$ cat src/rtl/ifetch_pkg.sv
// Shared definitions for the prefetching instruction fetch stage.
// Holds the default geometry, the default fetch entry layout and the
// pointer-width helper used by the FIFO and the fetch top.
package ifetch_pkg;

  localparam int AW_DEF       = 8;
  localparam int IW_DEF       = 20;
  localparam int DEPTH_DEF    = 4;
  localparam int RESET_PC_DEF = 0;

  localparam int PTR_W = $clog2(DEPTH_DEF);

  // One prefetched instruction together with the address it came from.
  typedef struct packed {
    logic [IW_DEF-1:0] ins;
    logic [AW_DEF-1:0] pc;
  } fetch_entry_t;

  function automatic int ptr_width(input int depth);
    return $clog2(depth);
  endfunction

endpackage

$ cat src/rtl/ifetch_fifo.sv
// Prefetch FIFO: synchronous, power-of-two depth, fall-through head.
// Flush clears occupancy and pointers and takes priority over push/pop.
module ifetch_fifo
  import ifetch_pkg::*;
#(
  parameter int W     = IW_DEF + AW_DEF,
  parameter int DEPTH = DEPTH_DEF,
  localparam int PW   = ptr_width(DEPTH)
) (
  input  logic          clk,
  input  logic          reset,
  input  logic          flush,
  input  logic          push,
  input  logic [W-1:0]  wdata,
  input  logic          pop,
  output logic [W-1:0]  rdata,
  output logic [PW:0]   count,
  output logic          full,
  output logic          empty
);

  logic [W-1:0]  mem [DEPTH];
  logic [PW-1:0] rd_ptr;
  logic [PW-1:0] wr_ptr;
  logic          do_push;
  logic          do_pop;

  assign empty   = (count == '0);
  assign full    = (count == (PW+1)'(DEPTH));
  assign do_pop  = pop & ~empty;
  assign do_push = push & (~full | do_pop);
  assign rdata   = mem[rd_ptr];

  // Pointer and occupancy bookkeeping; reset and flush clear everything.
  always_ff @(posedge clk) begin
    if (!reset || flush) begin
      rd_ptr <= '0;
      wr_ptr <= '0;
      count  <= '0;
    end else begin
      if (do_push) wr_ptr <= wr_ptr + 1'b1;
      if (do_pop)  rd_ptr <= rd_ptr + 1'b1;
      case ({do_push, do_pop})
        2'b10:   count <= count + 1'b1;
        2'b01:   count <= count - 1'b1;
        default: count <= count;
      endcase
    end
  end

  // Entry storage; written only when the push is actually accepted.
  always_ff @(posedge clk) begin
    if (reset && !flush && do_push) mem[wr_ptr] <= wdata;
  end

endmodule

$ cat src/rtl/ifetch_prefetch.sv
// Prefetching instruction fetch stage. Owns the PC, issues reads to a
// 1-cycle-latency ROM only when the FIFO is guaranteed room for the reply,
// and flushes on redirect. An epoch bit tags each read so replies issued
// before a redirect can never land in the FIFO.
// Optional build macro: IFETCH_STATS_EN adds saturating fetch/flush counters.
module ifetch_prefetch
  import ifetch_pkg::*;
#(
  parameter int AW    = AW_DEF,
  parameter int IW    = IW_DEF,
  parameter int DEPTH = DEPTH_DEF,
  parameter logic [AW-1:0] RESET_PC = AW'(RESET_PC_DEF)
) (
  input  logic          clk,
  input  logic          reset,
  input  logic          pc_mux_sel,
  input  logic [AW-1:0] jmp_loc,
  output logic [AW-1:0] imem_addr,
  output logic          imem_en,
  input  logic [IW-1:0] imem_rdata,
  output logic [IW-1:0] ins,
  output logic [AW-1:0] ins_pc,
  output logic          ins_valid,
  input  logic          ins_ready,
  output logic [AW-1:0] fetch_pc
`ifdef IFETCH_STATS_EN
  ,
  output logic [31:0]   stat_fetched,
  output logic [31:0]   stat_flushed
`endif
);

  localparam int PW = ptr_width(DEPTH);

  typedef struct packed {
    logic [IW-1:0] ins;
    logic [AW-1:0] pc;
  } entry_t;

  logic [AW-1:0] pc;
  logic          inflight;
  logic          epoch;
  logic          tag_epoch;
  logic [AW-1:0] tag_addr;
  logic          pop;
  logic          issue;
  logic          credit_ok;
  logic          resp_ok;
  entry_t        wentry;
  entry_t        head;
  logic [PW:0]   count;
  logic          full;
  logic          empty;

  assign pop       = ins_valid & ins_ready;
  assign imem_addr = pc_mux_sel ? jmp_loc : pc;
  assign issue     = reset & credit_ok;
  assign imem_en   = issue;
  assign resp_ok   = inflight & (tag_epoch == epoch);
  assign wentry    = '{ins: imem_rdata, pc: tag_addr};

  assign ins_valid = ~empty;
  assign ins       = ins_valid ? head.ins : '0;
  assign ins_pc    = ins_valid ? head.pc  : '0;
  assign fetch_pc  = pc;

  // Credit check: room must exist after this cycle's pop for both the
  // outstanding reply and the one we are about to request. A redirect
  // empties everything, so it always has room.
  always_comb begin
    credit_ok = 1'b0;
    if (pc_mux_sel)
      credit_ok = 1'b1;
    else if (inflight)
      credit_ok = (int'(count) - int'(pop) + 1) < DEPTH;
    else
      credit_ok = ~full | pop;
  end

  // PC, outstanding-read tag and epoch tracking.
  always_ff @(posedge clk) begin
    if (!reset) begin
      pc        <= RESET_PC;
      inflight  <= 1'b0;
      epoch     <= 1'b0;
      tag_epoch <= 1'b0;
      tag_addr  <= '0;
    end else begin
      inflight <= issue;
      if (issue) begin
        pc        <= imem_addr + 1'b1;
        tag_addr  <= imem_addr;
        tag_epoch <= epoch ^ pc_mux_sel;
      end else if (pc_mux_sel) begin
        pc <= jmp_loc;
      end
      if (pc_mux_sel) epoch <= ~epoch;
    end
  end

  ifetch_fifo #(
    .W     ($bits(entry_t)),
    .DEPTH (DEPTH)
  ) u_fifo (
    .clk   (clk),
    .reset (reset),
    .flush (pc_mux_sel),
    .push  (resp_ok),
    .wdata (wentry),
    .pop   (pop),
    .rdata (head),
    .count (count),
    .full  (full),
    .empty (empty)
  );

`ifdef IFETCH_STATS_EN
  logic        fifo_write;
  logic [32:0] fetched_sum;
  logic [32:0] flushed_sum;

  assign fifo_write  = resp_ok & ~pc_mux_sel;
  assign fetched_sum = {1'b0, stat_fetched} + 33'd1;
  assign flushed_sum = {1'b0, stat_flushed} + 33'(count) + 33'(resp_ok);

  // Saturating counters of accepted fetches and of work discarded by redirects.
  always_ff @(posedge clk) begin
    if (!reset) begin
      stat_fetched <= '0;
      stat_flushed <= '0;
    end else begin
      if (fifo_write)
        stat_fetched <= fetched_sum[32] ? '1 : fetched_sum[31:0];
      if (pc_mux_sel)
        stat_flushed <= flushed_sum[32] ? '1 : flushed_sum[31:0];
    end
  end
`endif

endmodule

$ cat config.mk
export PLATFORM = sky130hd
export DESIGN_NAME = ifetch_prefetch
export DESIGN_NICKNAME = d
export VERILOG_FILES = /design/src/rtl/ifetch_pkg.sv /design/src/rtl/ifetch_fifo.sv /design/src/rtl/ifetch_prefetch.sv
export SDC_FILE = /design/constraint.sdc
export NUM_CORES = 1
export LEC_CHECK = 0
export CORE_MARGIN = 2
export CORE_UTILIZATION = 50
export CTS_BUF_LIST = sky130_fd_sc_hd__clkbuf_4 sky130_fd_sc_hd__clkbuf_8 sky130_fd_sc_hd__clkbuf_16
export DETAILED_ROUTE_END_ITERATION = 10
export HOLD_SLACK_MARGIN = 0.1
export PLACE_DENSITY = 0.74
export SETUP_SLACK_MARGIN = 0.05
export SLEW_MARGIN = 20
export SYNTH_ARGS = -nofsm -noshare
export SYNTH_HDL_FRONTEND = slang
export SYNTH_SLANG_ARGS = --single-unit
$ cat constraint.sdc
create_clock -name clk -period 7.2 [get_ports clk]
set_clock_uncertainty 0.05 [all_clocks]
set_input_delay 1.44 -clock clk [delete_from_list [all_inputs] [get_ports clk]]
set_output_delay 1.44 -clock clk [all_outputs]
set_load 0.005 [all_outputs]
# Yosys cells after proc, flatten, opt, wreduce, memory -nomap -nowiden
# Memory sizes are Yosys's and may differ from the RTL's. A register that Yosys moved wholly into a read port is not among the register bits.
# Cells that the tools add are included.
[word_totals]
register_bits = 26
ramBits = 112
wordCells = 50
memories = 1
output_inout_bits = 46
[memory_table]
columns = ["memory", "depth", "word_bits", "read_ports", "rd_ports_with_merged_regs", "write_ports", "line", "text"]
rows = [
  ["u_fifo.mem", 4, 28, 1, 1, 1, "ifetch_fifo.sv:22", "logic [W-1:0] mem [DEPTH];"],
]
[classes]
n_mux = 11
addsub = 7
reduce_logical = 7
bitwise_logic = 11
eq_ne = 4
order_cmp = 1
[op_table]
columns = ["operator", "count"]
rows = [
  ["8-bit two-way mux", 3],
  ["20-bit two-way mux", 1],
  ["8-bit by 1-bit adder with 8-bit output, second input constant", 1],
  ["3-bit one-hot mux with 2 select lines", 1],
  ["4-bit by 2-bit adder with 5-bit output, second input constant", 1],
  ["1-bit AND", 5],
  ["5-bit by 4-bit less-than comparator with 1-bit output, second input constant", 1],
  ["2-bit by 1-bit adder with 2-bit output, second input constant", 2],
  ["1-bit two-way mux", 4],
  ["2-bit two-way mux", 2],
  ["3-bit by 1-bit subtractor with 4-bit output", 1],
  ["3-bit by 1-bit adder with 3-bit output, second input constant", 1],
  ["3-bit == test, second input constant", 1],
  ["3-bit logical NOT", 1],
  ["1-bit inverter", 3],
  ["3-bit by 1-bit subtractor with 3-bit output, second input constant", 1],
  ["2-bit by 1-bit == test with 1-bit output, second input constant", 1],
  ["2-bit == test, second input constant", 1],
  ["1-bit logical AND", 2],
  ["1-bit logical NOT", 2],
  ["1-bit bitwise OR", 2],
  ["2-bit nonzero test", 1],
  ["1-bit == test", 1],
  ["1-bit logical OR", 1],
  ["1-bit bitwise XOR", 1],
]

# Longest topological paths before layout
# Gate-level depths: netlist of run 1.
[logic_depth]
ltp_word = 10
ltp_mapped = 10

# By module
# From an unflattened synthesis of run 1, not the netlist that was laid out.
[hier_totals]
cells_unflattened = 345
hier_area_um2 = 5834.3
[modules_own_cells]
columns = ["module", "seq_area_each_um2", "n_inst", "cells_per_inst", "area_per_inst_um2"]
rows = [
  ["ifetch_fifo", 3543.4, 1, 213, 4634.4],
  ["ifetch_prefetch", 380.4, 1, 132, 1199.9],
]

# Least setup slack after synthesis of run 1
# No wires, ideal clock.
[synth_timing]
path_kind = "input -> output"
from = "input port ins_ready"
to = "output port imem_en"
n_path_buf = 0
path_stages = 7
setup_slack_ns = 2.913
t_arrival_ns = 2.797
required_time_ns = 5.710
path_cell_list = "and2_1 -> ha_1 -> ha_1 -> o21bai_1 -> a21oi_1 -> o21ai_4 -> nor2_4"
[synth_between]
elab_chain_cells = 7
elab_cells_between_ends = 8
classes_between = "add/sub (2); order compare (1); mux (2); bitwise (3)"
[synth_lines]
columns = ["item", "line", "text"]
rows = [
  ["start: declaration", "ifetch_prefetch.sv:24", "input logic ins_ready,"],
  ["1-bit AND (*)", "ifetch_prefetch.sv:55", "assign pop = ins_valid & ins_ready;"],
  ["3-bit by 1-bit subtractor with 4-bit output", "ifetch_prefetch.sv:75", "credit_ok = (int'(count) - int'(pop) + 1) < DEPTH;"],
  ["4-bit by 2-bit adder with 5-bit output", "ifetch_prefetch.sv:75", ""],
  ["5-bit by 4-bit less-than comparator with 1-bit output", "ifetch_prefetch.sv:75", ""],
  ["1-bit two-way mux (*)", "ifetch_prefetch.sv:74", "else if (inflight)"],
  ["1-bit two-way mux (*)", "ifetch_prefetch.sv:72", "if (pc_mux_sel)"],
  ["1-bit AND (*)", "ifetch_prefetch.sv:57", "assign issue = reset & credit_ok;"],
  ["end: declaration", "ifetch_prefetch.sv:19", "output logic imem_en,"],
]
# Every way passes the cells marked *; elsewhere a longest branch is shown, timed or not.

# Worst setup path in the final report of run 1
# Same ends and word-level chain as after synthesis.

==> results.cfg, run 1 <==
[outcome]
status = complete, no violations

[critical_path]
cp.arrival_ps = 3980
crit_path_end = imem_en
worst_setup_path_start_kind = primary input
r2r_start = u_fifo.count[0]
reg2regPathDepth = 9
critPathMaxStageDelay_ps = 560
end_kind = output pin
r2r_setup_slack_ps = 3830
crit_start = ins_ready
path_cells = clkdlybuf4s50_1, and2_1, ha_1, ha_1, o21bai_1, a21oi_1, o21ai_4, nor2_4, clkdlybuf4s50_1
critical_path_required_ps = 5710
path_class = primary input to output pin
regToRegEndpoint = fetch_pc[7]
cp_max_fo = 10
cp_slowest_cell = clkdlybuf4s50_1

[synth]
synth_seq_cells = 140
ys.flop_type = edfxtp_1
synthTopCellsByCount = edfxtp_1, and2_1, dfxtp_1, mux4_2, nor2_1
ys_warn_count = 0
synth.yosys.seq_area_share = 0.699
synth.top_cells.by_area = edfxtp_1, mux4_2, dfxtp_1
syn-num-nets = 360
synth-edff-count = 112
synth_cell_types = 46
postSynthCellCount = 319
synth-async-reset-ratio = 0
avgSynthCellArea_um2 = 17.6
synth_top_area_frac = 0.599
synth_top_area_cell = edfxtp_1
synth_most_common_cell = edfxtp_1
syn_area_um2 = 5610

[floorplan]
fp.dieArea_um2 = 12100
core_um2 = 10900
row_count = 38
chipWidth_um = 110
pin_count = 78
start_util = 0.515
die_y_um = 110

[placed_design]
post-place-ws_ps = 1730
io_buffers = 77
dp_cells = 529
hpwlAfterDp_mm = 6.04
gp_congestion = 0.793

[clock_network]
htreeDepth = 4
ctsLongestPathBuffers = 2
cts_resized = 0
tritoncts = yes
clock_sink_count = 140
post_cts_buffers = 0
holdBufCountCts = 0
clk_pin_slew_ps = 60
cts_root_buffer = clkbuf_8
numCtsBuffers = 17
clock_latency_ps = 510

[timing]
setup_tns_ps = 0
final_max_slew_viol_count = 0
setup_viol = 0
finalCriticalPeriod_ps = 5470
tightest_slew_ps = 695
finalCritPeriodShare = 0.759
max_freq_mhz = 183
slew_headroom = 0.535
rsz0062_at_grt = no
hold_viol_final = 0
fin_ws_ps = 1730

[drt]
drc = 0
vias_per_cell = 5.40
wl_mm = 10.0
dr.pass1.iters = 4
first_iter_violations = 163
vias = 3029
final_antenna_net_count = 0
wl_per_cell_um = 17.8

[hold_path]
hold-path-cell-count = 0
hold_path_class = flop to flop

[finish]
nets = 449
diodes = 0
syn2layout_area_growth_pct = 28.7
fill_cells = 766
drive_gt1_frac = 0.192
stdcell_count = 561
postLayoutCoreUtil = 0.664

[power_and_ir_drop]
power.total_mw = 2.04
p_leak_nw = 2.44
ir_drop_mv = 0.172
p_per_area_nw_per_um2 = 282

[global_routing]
grt_remaining_overflow = 0
grt_usage = 0.178
grt_pass1_wl_mm = 15.5
grt_antenna_before_repair = 0
grt_pass1_vias = 3052
grt_max_degree = 32

[run]
maxCapViolCount = 0
==> cell usage in the layout, fill, tap and decap left out, types with 3 or more instances in the layout <==
| master | Yosys | layout |
|---|---|---|
| edfxtp_1 | 112 | 112 |
| clkdlybuf4s50_1 | 0 | 77 |
| and2_1 | 35 | 35 |
| mux4_2 | 28 | 28 |
| dfxtp_1 | 28 | 27 |
| clkbuf_16 | 0 | 16 |
| nor2_1 | 13 | 13 |
| inv_1 | 11 | 11 |
| ha_1 | 8 | 8 |
| a21oi_1 | 7 | 7 |
| a22o_1 | 7 | 7 |
| bufinv_16 | 0 | 7 |
| mux2i_1 | 6 | 6 |
| xnor2_1 | 5 | 5 |
| nor3_1 | 5 | 5 |
| buf_4 | 1 | 5 |
| xor2_1 | 4 | 4 |
| clkinv_2 | 0 | 3 |
==> stage by stage <==
step | hold WS [ps] | area [um^2]
2_1_floorplan | 410 | 5610
3_3_place_gp | 433 | 6540
3_5_place_dp | 459 | 6540
4_1_cts | 474 | 7220
5_1_grt | 486 | 7220
6_report | 473 | 7220
==> registers in the layout, summed over array words and instances (netlist names), named ones only <==
signal	flops
u_fifo.mem	112
fetch_pc	8
tag_addr	8
u_fifo.count	3
u_fifo.rd_ptr	2
u_fifo.wr_ptr	2
epoch	1
inflight	1
tag_epoch	1
==> metal layers <==
layer	vias to the layer above	share of wire	global-route usage
met5	-	0	0
met4	0	0.0060	0.0624
met3	7	0.058	0.0533
met2	90	0.50	0.292
met1	1515	0.44	0.226
li1	1417	-	-
==> how the worst min path moves through the flow <==
stage                     start          endpoint  slack (ps)
finish              tag_addr[7]  u_fifo.mem[2][7]         470
global route        tag_addr[2]  u_fifo.mem[3][2]         490
CTS                 tag_addr[5]  u_fifo.mem[2][5]         470
detailed placement  tag_addr[5]  u_fifo.mem[0][5]         460
global placement    tag_addr[5]  u_fifo.mem[3][5]         430
floorplan           tag_addr[4]  u_fifo.mem[0][4]         410
==> worst max-delay path, delay by kind of cell <==
kind / cells / cell delay (ps)
adder cells (fa/ha/maj): 2 / 500
AND/OR/NAND/NOR: 2 / 380
buffers and inverters: 2 / 990
AO/OA/AOI/OAI: 3 / 650
==> power breakdown <==
part           switching, mW  leakage, nW  internal [mW]  total, mW
clock                  0.304        0.340          0.683      0.987
combinational         0.0632        0.852         0.0840      0.147
sequential            0.0142         1.25          0.892      0.906
total                  0.381         2.44           1.66       2.04
==> layout make-up <==
type                            instances  area (um^2)  area share
Sequential cell                       140         3930       0.544
Multi-Input combinational cell        155         1580       0.219
Timing Repair Buffer                   82          808       0.112
Clock buffer                           20          443      0.0613
Clock inverter                         12          243      0.0336
Tap cell                              140          175      0.0242
Inverter                               12         45.0     0.00623
==> cells by family after synthesis <==
kind of cell / synth area share
DFF: 0.699
and+or+nand+nor: 0.0763
muxes: 0.127
AOI/OAI and AO/OA: 0.0433
buffers and inverters: 0.0187
xor gates and xnor gates: 0.0140
adders and majority gates: 0.0214
Note: power is estimated with default switching activity, not from simulation.
==> run 2: changes to the inputs <==
--- a/config.mk
+++ b/config.mk
@@ -6,11 +6,11 @@
 export NUM_CORES = 1
 export LEC_CHECK = 0
 export CORE_MARGIN = 2
-export CORE_UTILIZATION = 50
+export CORE_UTILIZATION = 49
 export CTS_BUF_LIST = sky130_fd_sc_hd__clkbuf_4 sky130_fd_sc_hd__clkbuf_8 sky130_fd_sc_hd__clkbuf_16
 export DETAILED_ROUTE_END_ITERATION = 10
 export HOLD_SLACK_MARGIN = 0.1
-export PLACE_DENSITY = 0.74
+export PLACE_DENSITY = 0.76
 export SETUP_SLACK_MARGIN = 0.05
 export SLEW_MARGIN = 20
 export SYNTH_ARGS = -nofsm -noshare
==> constraint.sdc (replaced) <==
create_clock -name clk -period 4.5 [get_ports clk]
set_clock_uncertainty 0.05 [all_clocks]
set_input_delay 0.9 -clock clk [delete_from_list [all_inputs] [get_ports clk]]
set_output_delay 0.9 -clock clk [all_outputs]
set_load 0.005 [all_outputs]
==> results.cfg, run 2 (synthesis results as in run 1) <==
[outcome]
status = complete, no violations

[floorplan]
pin_count = 78
fp.dieArea_um2 = 12300
chipWidth_um = 111
core_um2 = 11300
die_y_um = 111
start_util = 0.498
row_count = 39

[critical_path]
cp_max_fo = 10
critical_path_required_ps = 3550
r2r_start = u_fifo.count[0]
cp.arrival_ps = 3260
path_cells = clkdlybuf4s50_1, and2_1, ha_1, ha_1, o211ai_1, nand3b_1, o21ai_4, nor2_4, clkdlybuf4s50_1
worst_setup_path_start_kind = primary input
path_class = primary input to output pin
regToRegEndpoint = fetch_pc[7]
critPathMaxStageDelay_ps = 480
r2r_setup_slack_ps = 1590
end_kind = output pin
cp_slowest_cell = clkdlybuf4s50_1
reg2regPathDepth = 10

[drt]
vias = 3040
first_iter_violations = 174
wl_mm = 10.4
wl_per_cell_um = 18.4
vias_per_cell = 5.34
final_antenna_net_count = 0
drc = 0
dr.pass1.iters = 4

[global_routing]
grt_pass1_wl_mm = 17.1
grt_antenna_before_repair = 0
grt_remaining_overflow = 0
grt_usage = 0.182
grt_pass1_vias = 3304
grt_max_degree = 31

[clock_network]
cts_root_buffer = clkbuf_16
cts_resized = 0
clock_latency_ps = 410
holdBufCountCts = 0
clock_sink_count = 140
tritoncts = yes
post_cts_buffers = 0
clk_pin_slew_ps = 60
ctsLongestPathBuffers = 2
htreeDepth = 4
numCtsBuffers = 17

[finish]
layout_common_cells = edfxtp_1, clkdlybuf4s50_1, and2_1
postLayoutCellArea_um2 = 7190
largest_reg_flops = 112
regMostFlops = u_fifo.mem
drive_gt1_frac = 0.202
final_common_cell = edfxtp_1
syn2layout_area_growth_pct = 28.2
postLayoutCoreUtil = 0.638
diodes = 0
nets = 454

[power_and_ir_drop]
p_leak_nw = 2.44
p_per_area_nw_per_um2 = 428
ir_drop_mv = 0.234

[timing]
setup_viol = 0
setup_tns_ps = 0
hold_viol_final = 0
tightest_slew_ps = 436
final_max_slew_viol_count = 0
finalCritPeriodShare = 0.936
slew_headroom = 0.709
finalCriticalPeriod_ps = 4210
rsz0062_at_grt = no
max_freq_mhz = 237

[run]
maxCapViolCount = 0

[placed_design]
hpwlAfterDp_mm = 6.39
gp_congestion = 0.821
io_buffers = 77
dpl_cell_area_um2 = 6580

[hold_path]
whs_endpoint = u_fifo.mem[1][0]
hold_path_class = flop to flop
min_from = tag_addr[0]
hold-path-cell-count = 0
-- run 2: changes by cell type in the layout (fill, tap and decap cells not counted), sizes merged --
| cell | delta |
|---|---|
| buf | +5 |
| clkbuf | +8 |
| clkinv | -1 |
| bufinv | -7 |
-- run 2: cell type report --
cell class | instances | area, um^2
tap | 143 | 179
fill | 839 | 4080
sequential | 140 | 3930
timing repair buffer | 87 | 846
inverter | 12 | 45.0
multi-input combinational | 155 | 1580
clock inverter | 4 | 20.0
clock buffer | 28 | 597
-- run 2: how the worst max path moves through the flow --
stage / from / to / slack, ps / cells after the start
CTS: ins_ready / imem_en / 270 / 9
floorplan: u_fifo.count[0] / imem_en / 1170 / 9
global placement: ins_ready / imem_en / 360 / 9
finish: ins_ready / imem_en / 290 / 9
global route: ins_ready / imem_en / 100 / 9
detailed placement: ins_ready / imem_en / 280 / 9
-- run 2: metrics by stage --
stage | total power [mW] | cells | setup WS (ps) | hold slack [ps]
floorplan | 1.58 | 319 | 1170 | 410
global placement | 1.71 | 537 | 356 | 443
detailed placement | 1.72 | 537 | 276 | 459
CTS | 3.10 | 569 | 271 | 479
global route | 3.19 | 569 | 102 | 490
finish | 3.08 | 569 | 286 | 469
-- run 2: report_power, final --
group	switching (mW)	total, mW	internal, mW
Clock	0.484	1.39	0.903
Combinational	0.104	0.242	0.138
Sequential	0.0194	1.45	1.43
-- run 2: metal layers --
metal / track usage / vias up / routed length (um) / share of wire
li1: - / 1421 / - / -
met1: 0.234 / 1508 / 4510 / 0.43
met2: 0.297 / 94 / 5190 / 0.50
met3: 0.0448 / 17 / 541 / 0.052
met4: 0.0831 / 0 / 211 / 0.020
met5: 0 / - / 0 / 0
-- run 2: critical path: cells and delay by family --
family | cells | cell delay (ps)
buffers and inverters | 2 | 900
AOI/OAI and AO/OA | 2 | 500
and+or+nand+nor | 3 | 460
adders and majority gates | 2 | 490
==> run 3: changes to the inputs <==
--- a/config.mk
+++ b/config.mk
@@ -5,12 +5,13 @@
 export SDC_FILE = /design/constraint.sdc
 export NUM_CORES = 1
 export LEC_CHECK = 0
+export ABC_AREA = 1
 export CORE_MARGIN = 2
 export CORE_UTILIZATION = 49
 export CTS_BUF_LIST = sky130_fd_sc_hd__clkbuf_4 sky130_fd_sc_hd__clkbuf_8 sky130_fd_sc_hd__clkbuf_16
 export DETAILED_ROUTE_END_ITERATION = 10
 export HOLD_SLACK_MARGIN = 0.1
-export PLACE_DENSITY = 0.76
+export PLACE_DENSITY = 0.75
 export SETUP_SLACK_MARGIN = 0.05
 export SLEW_MARGIN = 20
 export SYNTH_ARGS = -nofsm -noshare
==> constraint.sdc (replaced) <==
create_clock -name clk -period 4.5 [get_ports clk]
set_clock_uncertainty 0.05 [all_clocks]
set_input_delay 0.9 -clock clk [delete_from_list [all_inputs] [get_ports clk]]
set_output_delay 0.9 -clock clk [all_outputs]
set_load 0.1 [all_outputs]
==> results.cfg, run 3 <==
[outcome]
status = complete, no violations

[synth]
synthTopCellsByCount = nor2_1, edfxtp_1, o21ai_0
ys.flop_type = edfxtp_1
synth_top_area_frac = 0.586
syn_area_um2 = 5740
synth.top_cells.by_area = edfxtp_1, dfxtp_1, nor2_1
synth_seq_cells = 140
synth-async-reset-ratio = 0
syn-num-nets = 588
avgSynthCellArea_um2 = 10.5
synth-edff-count = 112
synth.yosys.seq_area_share = 0.684
synth_most_common_cell = nor2_1
postSynthCellCount = 547
synth_top_area_cell = edfxtp_1
synth_cell_types = 23
ys_warn_count = 0

[timing]
tightest_slew_ps = 983
finalCriticalPeriod_ps = 3850
setup_tns_ps = 0
final_max_slew_viol_count = 0
hold_viol_final = 0
setup_viol = 0
whs_ps = 418
max_freq_mhz = 260
slew_headroom = 0.343
rsz0062_at_grt = no
finalCritPeriodShare = 0.855

[critical_path]
critPathMaxStageDelay_ps = 420
path_class = primary input to output pin
r2r_setup_slack_ps = 2200
cpMostUsedCell = nand2_1
crit_family = buffers and inverters
reg2regPathDepth = 10
critical_path_required_ps = 3550
r2r_start = u_fifo.count[0]
path_buf_inv = 5
end_kind = output pin
cp_max_fo = 13
regToRegEndpoint = u_fifo.count[2]
path_cells = clkdlybuf4s50_1, inv_1, nor2_1, ha_1, ha_1, inv_1, nand2_1, nand3_1, nand2_1, nand2_1, nand2_2, nand2_1, inv_1, buf_12
worst_setup_path_start_kind = primary input
cp.arrival_ps = 2900
cp_slowest_cell = clkdlybuf4s50_1

[placed_design]
hpwlAfterDp_mm = 6.87
dpl_cell_area_um2 = 6590
io_buffers = 77
dp_cells = 751
gp_congestion = 0.834

[finish]
final-seq-area_um2 = 3930
fill_cells = 912
diodes = 0
nets = 668
regMostFlops = u_fifo.mem
multi_input_area_um2 = 1560
final_common_cell = nor2_1
syn2layout_area_growth_pct = 25.1
largest_reg_flops = 112
stdcell_count = 783
drive_gt1_frac = 0.144
postLayoutCellArea_um2 = 7180
layout_common_cells = nor2_1, edfxtp_1, o21ai_0

[global_routing]
grt_max_degree = 57
grt_pass1_vias = 3903
grt_remaining_overflow = 0
grt_pass1_wl_mm = 19.0
grt_usage = 0.196
grt_antenna_before_repair = 0

[clock_network]
ctsLongestPathBuffers = 2
tritoncts = yes
clock_latency_ps = 410
post_cts_buffers = 0
clk_pin_slew_ps = 60
htreeDepth = 4
numCtsBuffers = 17
cts_root_buffer = clkbuf_16
clock_sink_count = 140
cts_resized = 0
holdBufCountCts = 0

[floorplan]
core_um2 = 11400
row_count = 39
chipWidth_um = 112
fp.dieArea_um2 = 12600
pin_count = 78
die_y_um = 112
start_util = 0.503

[drt]
drc = 0
dr.pass1.iters = 7
wl_mm = 12.0
first_iter_violations = 342
final_antenna_net_count = 0
vias = 4091
wl_per_cell_um = 15.3
vias_per_cell = 5.22

[power_and_ir_drop]
p_per_area_nw_per_um2 = 468
p_leak_nw = 2.77
ir_drop_mv = 0.273
power.total_mw = 3.36

[run]
maxCapViolCount = 0

[hold_path]
hold_path_class = flop to flop
whs_endpoint = tag_epoch
min_from = tag_epoch
hold-path-cell-count = 2
run 3: changes by cell type after synthesis, moves of 6 or more:
cell	delta
nand2_1	+55
a21oi_1	+35
nor2_1	+126
nand3_1	+6
mux2i_1	-6
mux4_2	-28
o21ai_0	+62
a22o_1	-7
o21ai_1	+10
and2_1	-35
inv_1	+31
run 3: cells by family (layout without fill, tap and decap cells):
family / after synthesis / count (layout) / share of synthesized area
AOI/OAI and AO/OA: 116 / 116 / 0.101
xor gates and xnor gates: 1 / 1 / 0.00153
adders and majority gates: 9 / 9 / 0.0209
buffers and inverters: 71 / 164 / 0.0506
DFF: 140 / 140 / 0.684
and+or+nand+nor: 210 / 210 / 0.142
run 3: stage by stage:
stage / worst slack (ps) / utilization
after floorplan: 1070 / -
after CTS: 641 / 0.629
after global placement: 720 / 0.577
after detailed placement: 677 / 0.577
final: 653 / 0.629
after global routing: 446 / 0.629
run 3: cell type report:
cell class / count / area share
inverters: 47 / 0.0246
repair buffers: 85 / 0.105
well taps: 143 / 0.0249
flip-flops and latches: 140 / 0.547
clock buffers: 26 / 0.0737
clock inverters: 6 / 0.00836
multi-input cells: 336 / 0.217
run 3: power breakdown:
| part | internal (mW) | switching, mW | total (mW) |
|---|---|---|---|
| sequential | 1.43 | 0.0197 | 1.45 |
| combinational | 0.125 | 0.442 | 0.567 |
| clock | 0.864 | 0.477 | 1.34 |
| total | 2.42 | 0.938 | 3.36 |
run 3: worst max path at each step:
stage,from,endpoint,slack [ps],depth (start not counted)
after floorplan,u_fifo.count[0],imem_en,1070,13
after global placement,ins_ready,imem_en,720,14
final,ins_ready,imem_en,650,14
after detailed placement,ins_ready,imem_en,680,14
after CTS,ins_ready,imem_en,640,14
after global routing,ins_ready,imem_en,450,14
run 3: worst reg2reg max path, stage by stage (launching register included):
cell and delay (ps):
dfxtp_1 400, nor3_2 70, buf_4 250, nor2_1 310, ha_1 200, inv_1 70, fa_1 380, a21oi_1 140
o21ai_0 100, o21ai_0 160, a21oi_1 50
run 3: per-layer routing:
metal	track usage	routed length [um]	share of wire
met5	0	0	0
met4	0.0699	151	0.013
met3	0.0637	848	0.071
met2	0.334	5980	0.50
met1	0.236	5010	0.42
